--- src/rtl/instr_fetch.sv ---
// ============================================================================
// Module      : instr_fetch
// Description : Instruction fetch stage. Holds the PC, fetches over a
//               req/ready memory port, presents one EXEC cycle per instruction.
// Revision    : 1.0 - initial release
// ============================================================================
`default_nettype none

module instr_fetch #(
    parameter logic [31:0] RESET_PC = 32'h0000_0000,
    parameter int unsigned MAX_WAIT = 15
) (
    input  logic        clk,
    input  logic        reset,
    output logic        imem_req,
    output logic [31:0] imem_addr,
    input  logic        imem_ready,
    input  logic [31:0] imem_rdata,
    output logic [31:0] instr,
    output logic [5:0]  opcode,
    output logic [5:0]  funct,
    output logic        instr_valid,
    output logic [31:0] pc,
    output logic [31:0] pc_plus4,
    input  logic        Jump,
    input  logic        JumpSel,
    input  logic        Branch,
    input  logic        alu_zero,
    input  logic [31:0] jr_target,
    input  logic        halt,
    output logic        halted,
    output logic        fetch_fault
);

    typedef enum logic [2:0] {
        IDLE  = 3'd0,
        REQ   = 3'd1,
        EXEC  = 3'd2,
        HALT  = 3'd3,
        FAULT = 3'd4
    } state_t;

    localparam logic [7:0] WAIT_LAST = 8'(MAX_WAIT - 1);

    state_t      state;
    logic [7:0]  wait_cnt;
    logic [31:0] next_pc;

    assign imem_addr = pc;
    assign opcode    = instr[31:26];
    assign funct     = instr[5:0];
    assign pc_plus4  = pc + 32'd4;

    // Jump outranks Branch; a taken BNE is relative to the delay-free pc+4.
    always_comb begin
        next_pc = pc_plus4;
        if (Jump && JumpSel) begin
            next_pc = {jr_target[31:2], 2'b00};
        end else if (Jump) begin
            next_pc = {pc_plus4[31:28], instr[25:0], 2'b00};
        end else if (Branch && !alu_zero) begin
            next_pc = pc_plus4 + {{14{instr[15]}}, instr[15:0], 2'b00};
        end
    end

    always_ff @(posedge clk) begin
        if (reset) begin
            state       <= IDLE;
            pc          <= RESET_PC;
            instr       <= 32'h0;
            instr_valid <= 1'b0;
            imem_req    <= 1'b0;
            halted      <= 1'b0;
            fetch_fault <= 1'b0;
            wait_cnt    <= 8'h0;
        end else begin
            case (state)
                IDLE: begin
                    state    <= REQ;
                    imem_req <= 1'b1;
                end
                REQ: begin
                    if (imem_ready) begin
                        instr       <= imem_rdata;
                        wait_cnt    <= 8'h0;
                        imem_req    <= 1'b0;
                        instr_valid <= 1'b1;
                        state       <= EXEC;
                    end else if (wait_cnt == WAIT_LAST) begin
                        imem_req    <= 1'b0;
                        fetch_fault <= 1'b1;
                        state       <= FAULT;
                    end else begin
                        wait_cnt <= wait_cnt + 8'd1;
                    end
                end
                EXEC: begin
                    instr_valid <= 1'b0;
                    if (halt) begin
                        halted <= 1'b1;
                        state  <= HALT;
                    end else begin
                        pc       <= next_pc;
                        imem_req <= 1'b1;
                        state    <= REQ;
                    end
                end
                HALT, FAULT: begin
                    imem_req <= 1'b0;
                end
                default: begin
                    state <= IDLE;
                end
            endcase
        end
    end

endmodule

`default_nettype wire
--- config.mk ---
export PLATFORM = sky130hd
export DESIGN_NAME = instr_fetch
export DESIGN_NICKNAME = d
export VERILOG_FILES = /design/src/rtl/instr_fetch.sv
export SDC_FILE = /design/constraint.sdc
export NUM_CORES = 1
export LEC_CHECK = 0
export ABC_AREA = 1
export ABC_CLOCK_PERIOD_IN_PS = 3100
export CAP_MARGIN = 10
export CORE_UTILIZATION = 30
export CTS_CLUSTER_DIAMETER = 40
export DETAILED_ROUTE_END_ITERATION = 10
export GPL_TIMING_DRIVEN = 0
export HOLD_SLACK_MARGIN = 0.06
export PLACE_DENSITY = 0.67
export SLEW_MARGIN = 5
export SYNTH_ARGS = -nofsm -noshare
export SYNTH_HDL_FRONTEND = slang
export SYNTH_SLANG_ARGS = --single-unit
--- constraint.sdc ---
create_clock -name clk -period 3.1 [get_ports clk]
set_input_delay 0.62 -clock clk [delete_from_list [all_inputs] [get_ports clk]]
set_output_delay 0.62 -clock clk [all_outputs]
set_load 0.005 [all_outputs]
==> flow_results.org <==
** Clock network
- Deepest clock path buffer count :: 2
- Sink Count :: 77
- Master cell of the clock root buffer :: sky130_fd_sc_hd__clkbuf_16
- Clock latency at the later pin of the worst-skew pair :: 0.35 ns
- TritonCTS built the clock tree.
- The number of hold buffers added after CTS was 0.
- Number of levels the H-tree was split into :: 3
- Clock tree synthesis inserted a total of 9 buffers.
- After clock tree synthesis, the clock-pin slew on the worst setup and hold paths is 0.06 ns.

** Worst setup path
- Cell with the most instances on the worst path :: sky130_fd_sc_hd__buf_4
- Worst stage delay on the critical path :: 0.36 ns
- The worst setup path is captured at a register.
- Critical register-to-register path endpoint :: imem_addr[22]$_SDFFE_PP0P_
- Path length in cells of the critical path :: 26
- Number of buffer and inverter stages on the critical path :: 14
- The worst setup path is launched from a register.
- Path depth of the worst reg2reg path :: 26
- In this design, the largest share of critical-path delay is due to buffers and inverters.
- The most critical setup path has its startpoint at imem_addr[2]$_SDFFE_PP0P_.
- STA puts the critical path data required time at 3.37 ns.
- The worst register-to-register path begins at imem_addr[2]$_SDFFE_PP0P_.
- Flop-to-flop setup slack :: -0.03 ns
- Data arrival time of the critical path :: 3.40 ns
- Of all nets on the critical path, the largest fanout is 4.
- Crit path to :: imem_addr[22]$_SDFFE_PP0P_
- By startpoint and endpoint, the worst setup path is classified as reg2reg.
- Among all stages on the critical path, the largest delay is contributed by sky130_fd_sc_hd__dfxtp_4.

** Yosys
- Synth area leaders :: sky130_fd_sc_hd__dfxtp_1 22%, sky130_fd_sc_hd__nand2_1 17%, sky130_fd_sc_hd__inv_1 8.7%
- The synthesized netlist devotes 34.27% of its cell area to simple gates.
- For this run, the number of Yosys warnings is 0.
- Seq cells post-synth :: 77
- Largest family of logic cells by synthesized area :: simple AND/OR/NAND/NOR gates
- Of all cell types, the one taking the most synthesized area is sky130_fd_sc_hd__dfxtp_1.
- Of the post-synthesis cell area, the part taken by muxes is 0%.
- Average size of a mapped cell :: 5.938 um2
- Count of flip-flops with a built-in enable after synthesis :: 0
- In the synthesized netlist the async set-or-reset flop fraction comes to 0%.
- The cell area that synthesis handed to floorplanning was 7013 um2.
- Post-synthesis cell type count :: 48
- Area fraction in compound gates after synthesis :: 17.98%
- Synthesis handed over a netlist of 1,181 instances.
- Summing the areas of all xor and xnor instances in the mapped netlist gives 2.480% of the synthesized area.
- Sequential fraction of the synthesis area :: 21.98%
- Most frequently used flop master after synthesis :: sky130_fd_sc_hd__dfxtp_1
- Share of the synthesized area in the top cell type :: 21.98%
- Adder-Cell Fraction of Synth Area :: 7.065%

** Drt
- Vias :: 8,834
- After detailed routing, the number of remaining DRC violations is 0.
- Number of detailed-route iterations in the first pass :: 5
- In the routed layout, each cell is associated on average with a via count of 5.002.
- Dividing the detail-routed wire length by the instance count gives 17.46 um.
- After detailed routing, the total wire length is 30,840 um.
- Number of nets with antenna violations after routing :: 0
- After the first detailed-routing iteration, the DRC count stood at 725.

** Layout
- Leading cell types in the layout, fill and taps excluded :: 273 x sky130_fd_sc_hd__nand2_1, 203 x sky130_fd_sc_hd__clkdlybuf4s50_1, 152 x sky130_fd_sc_hd__inv_1, 94 x sky130_fd_sc_hd__a21oi_1, 93 x sky130_fd_sc_hd__buf_4
- Share of final-layout standard cells stronger than drive strength 1 :: 22.09%
- The library cell used most frequently in the layout, excluding fill and tap cells, is sky130_fd_sc_hd__nand2_1.
- Area of all placed cells without fillers :: 11,060 um2
- Compared with the post-synthesis result, the final layout area differs by 57.73%.
- The number of antenna diodes in the final layout is 0.
- At the end of the flow, the number of nets in the layout was 1,559.

** Power and ir drop
- Leak Pwr :: 4.720 nW
- Power spread over the standard cell area amounts to 261.1 nW/um2.
- The clock network is responsible for 36.2% of the overall power.
- VDD sags by at most 0.2140 mV.
- For this design the total switching power over the nets is 911.9 uW.
- Sequential share of power :: 37.7%
- Sw Ratio :: 31.58%
- In this run, the combinational gates consume 26.1% of the power.
- Cell-internal power :: 1.976 mW

** STA
- Setup repair after global routing could not meet its margin everywhere.
- Least-Margin Pin Slew :: 1.098 ns
- Min Clock Period, post-route :: 3.134 ns
- Setup skew after layout :: 0.01051 ns
- Portion of the clock cycle consumed by the worst path in the final layout :: 101.1%
- Setup violations remaining at the end of the flow were counted as 1.
- Once routing completed, OpenROAD measured the worst setup slack at -0.03359 ns.
- The hold violation count in the final report came to 0.
- Relative max-transition margin :: 26.68%
- For this run, the top clock speed supported by timing is 319.1 MHz.
- Hold Worst Slack :: 0.4640 ns
- The number of pins exceeding their max-slew limit in the final report was 0.

** Placement
- HPWL reported at the end of detailed placement :: 24,040 um
- In this run the cell area measured after placement is 9465 um2.
- IO Port Bufs :: 204
- GP Congestion :: 0.9198

** Die
- Once the floorplan was initialized, standard cells occupied 30.79% of the core.
- 216 I/O pins were placed.
- Die width :: 154.9 um
- The die covers 23,990 um2.
- After floorplanning, the core was sized to cover 22,780 um2.
- Chip height :: 154.9 um
- The floorplan has 55 rows.

** Global route
- The first global-routing pass estimated 45,740 um of wire.
- After global routing the overflow that remains totals 0.
- The number of antenna violations at the first check in global routing was 0.
- The via count of the first global-routing pass came to 8,229.
- GRT Util Overall :: 24.87%
- Entering global routing, the biggest net connects 24 pins.

** Min path
- The worst hold path belongs to the class reg2reg.

** Job
- Across the run, the number of max-cap violations was 0.

** Outcome
- Status :: finished, violations left
- The final reports fail on negative setup slack.
[registers in the layout (all words and copies together) (netlist names)]
register	cells
fetch_fault	1
instr	32
state	3
instr_valid	1
imem_addr	30
halted	1
wait_cnt	8
imem_req	1
[cell type report]
class / instances / area (um2)
fill: 2274 / 11720
multi-input combinational: 858 / 5211
timing repair buffer: 251 / 2412
sequential: 77 / 1622
inverter: 167 / 631.9
buffer: 84 / 506.7
tap: 313 / 391.6
clock buffer: 11 / 252.7
clock inverter: 5 / 33.78
[Yosys cell counts, types with 4 or more instances]
cell type / count
sky130_fd_sc_hd__nand2_1: 318
sky130_fd_sc_hd__inv_1: 163
sky130_fd_sc_hd__a21oi_1: 111
sky130_fd_sc_hd__nor2_1: 96
sky130_fd_sc_hd__nand3_1: 82
sky130_fd_sc_hd__o21ai_0: 80
sky130_fd_sc_hd__dfxtp_1: 77
sky130_fd_sc_hd__buf_4: 49
sky130_fd_sc_hd__ha_1: 38
sky130_fd_sc_hd__clkbuf_1: 29
sky130_fd_sc_hd__nand4_1: 17
sky130_fd_sc_hd__nor3_1: 16
sky130_fd_sc_hd__xor2_1: 16
sky130_fd_sc_hd__o21ai_1: 8
sky130_fd_sc_hd__buf_2: 6
sky130_fd_sc_hd__nor2_2: 5
sky130_fd_sc_hd__o21bai_1: 5
sky130_fd_sc_hd__a21oi_2: 4
sky130_fd_sc_hd__a311oi_1: 4
sky130_fd_sc_hd__nand2_2: 4
sky130_fd_sc_hd__o211ai_1: 4
sky130_fd_sc_hd__or2_2: 4
[kinds of logic after synthesis]
family                     after synthesis
xor gates and xnor gates                19
adders and majority gates               39
buffers and inverters                  251
other                                    1
AOI/OAI and AO/OA                      232
DFF                                     77
and+or+nand+nor                        562
[how the worst min path moves through the flow]
stage	startpoint	end	depth (start not counted)
2_1_floorplan	wait_cnt[7]$_SDFFE_PP0P_	wait_cnt[7]$_SDFFE_PP0P_	2
3_3_place_gp	fetch_fault$_SDFFE_PP0P_	fetch_fault$_SDFFE_PP0P_	2
3_5_place_dp	fetch_fault$_SDFFE_PP0P_	fetch_fault$_SDFFE_PP0P_	2
4_1_cts	fetch_fault$_SDFFE_PP0P_	fetch_fault$_SDFFE_PP0P_	2
5_1_grt	fetch_fault$_SDFFE_PP0P_	fetch_fault$_SDFFE_PP0P_	2
6_report	fetch_fault$_SDFFE_PP0P_	fetch_fault$_SDFFE_PP0P_	2
[metrics by stage]
step / power (mW) / utilization, % / cells / TNS [ns] / worst slack (ns)
after CTS: 2.822 / 45.05 / 1744 / 0 / 0.006463
after detailed placement: 1.774 / 41.55 / 1703 / -8.958 / -0.6722
after global placement: 1.770 / 41.55 / 1703 / -8.334 / -0.6560
after floorplan: 1.418 / - / 1186 / 0 / 0.1868
final: 2.888 / 48.56 / 1766 / -0.03359 / -0.03359
after global routing: 3.001 / 48.56 / 1766 / -1.344 / -0.1668
[power groups by stage]
| stage | Clock (mW) | Combinational, mW | Sequential [mW] |
|---|---|---|---|
| 2_1_floorplan | 0 | 0.321 | 1.10 |
| 3_3_place_gp | 0 | 0.654 | 1.12 |
| 3_5_place_dp | 0 | 0.658 | 1.12 |
| 4_1_cts | 1.04 | 0.686 | 1.09 |
| 5_1_grt | 1.10 | 0.813 | 1.09 |
| 6_report | 1.05 | 0.753 | 1.09 |
[worst register-to-register path, stage by stage (launching register included)]
cell	delay [ns]
sky130_fd_sc_hd__dfxtp_4	0.36
sky130_fd_sc_hd__ha_4	0.17
sky130_fd_sc_hd__nand3_4	0.11
sky130_fd_sc_hd__inv_2	0.06
sky130_fd_sc_hd__nand2_2	0.08
sky130_fd_sc_hd__nor2_4	0.05
sky130_fd_sc_hd__nand2_4	0.09
sky130_fd_sc_hd__inv_4	0.05
sky130_fd_sc_hd__nand4_1	0.12
sky130_fd_sc_hd__nand2_2	0.09
sky130_fd_sc_hd__buf_4	0.14
sky130_fd_sc_hd__buf_6	0.10
sky130_fd_sc_hd__buf_4	0.12
sky130_fd_sc_hd__buf_4	0.13
sky130_fd_sc_hd__buf_4	0.13
sky130_fd_sc_hd__buf_4	0.12
sky130_fd_sc_hd__buf_4	0.12
sky130_fd_sc_hd__buf_4	0.12
sky130_fd_sc_hd__buf_4	0.12
sky130_fd_sc_hd__buf_4	0.12
sky130_fd_sc_hd__buf_4	0.12
sky130_fd_sc_hd__buf_4	0.12
sky130_fd_sc_hd__nand3_2	0.05
sky130_fd_sc_hd__nand3_2	0.09
sky130_fd_sc_hd__nand2_1	0.08
sky130_fd_sc_hd__nand2_1	0.06
sky130_fd_sc_hd__a21oi_2	0.12
[per-layer routing]
layer	vias up	share of wire, %	routed length (um)	GRT usage (%)
li1	4301	-	-	-
met2	370	49	15120	43.50
met5	-	0	0	0
met4	0	3.3	1019	8.628
met3	64	7.4	2296	4.624
met1	4099	40	12400	30.41
[timing repair]
item | 4_1_cts | 5_1_grt
hold endpoints to repair | 0 | 0
buffers inserted | 26 | 22
pin swaps | 12 | 43
setup endpoints to repair | 40 | 27
resized for setup | 88 | 146
Note: power is estimated with default switching activity, not from simulation.
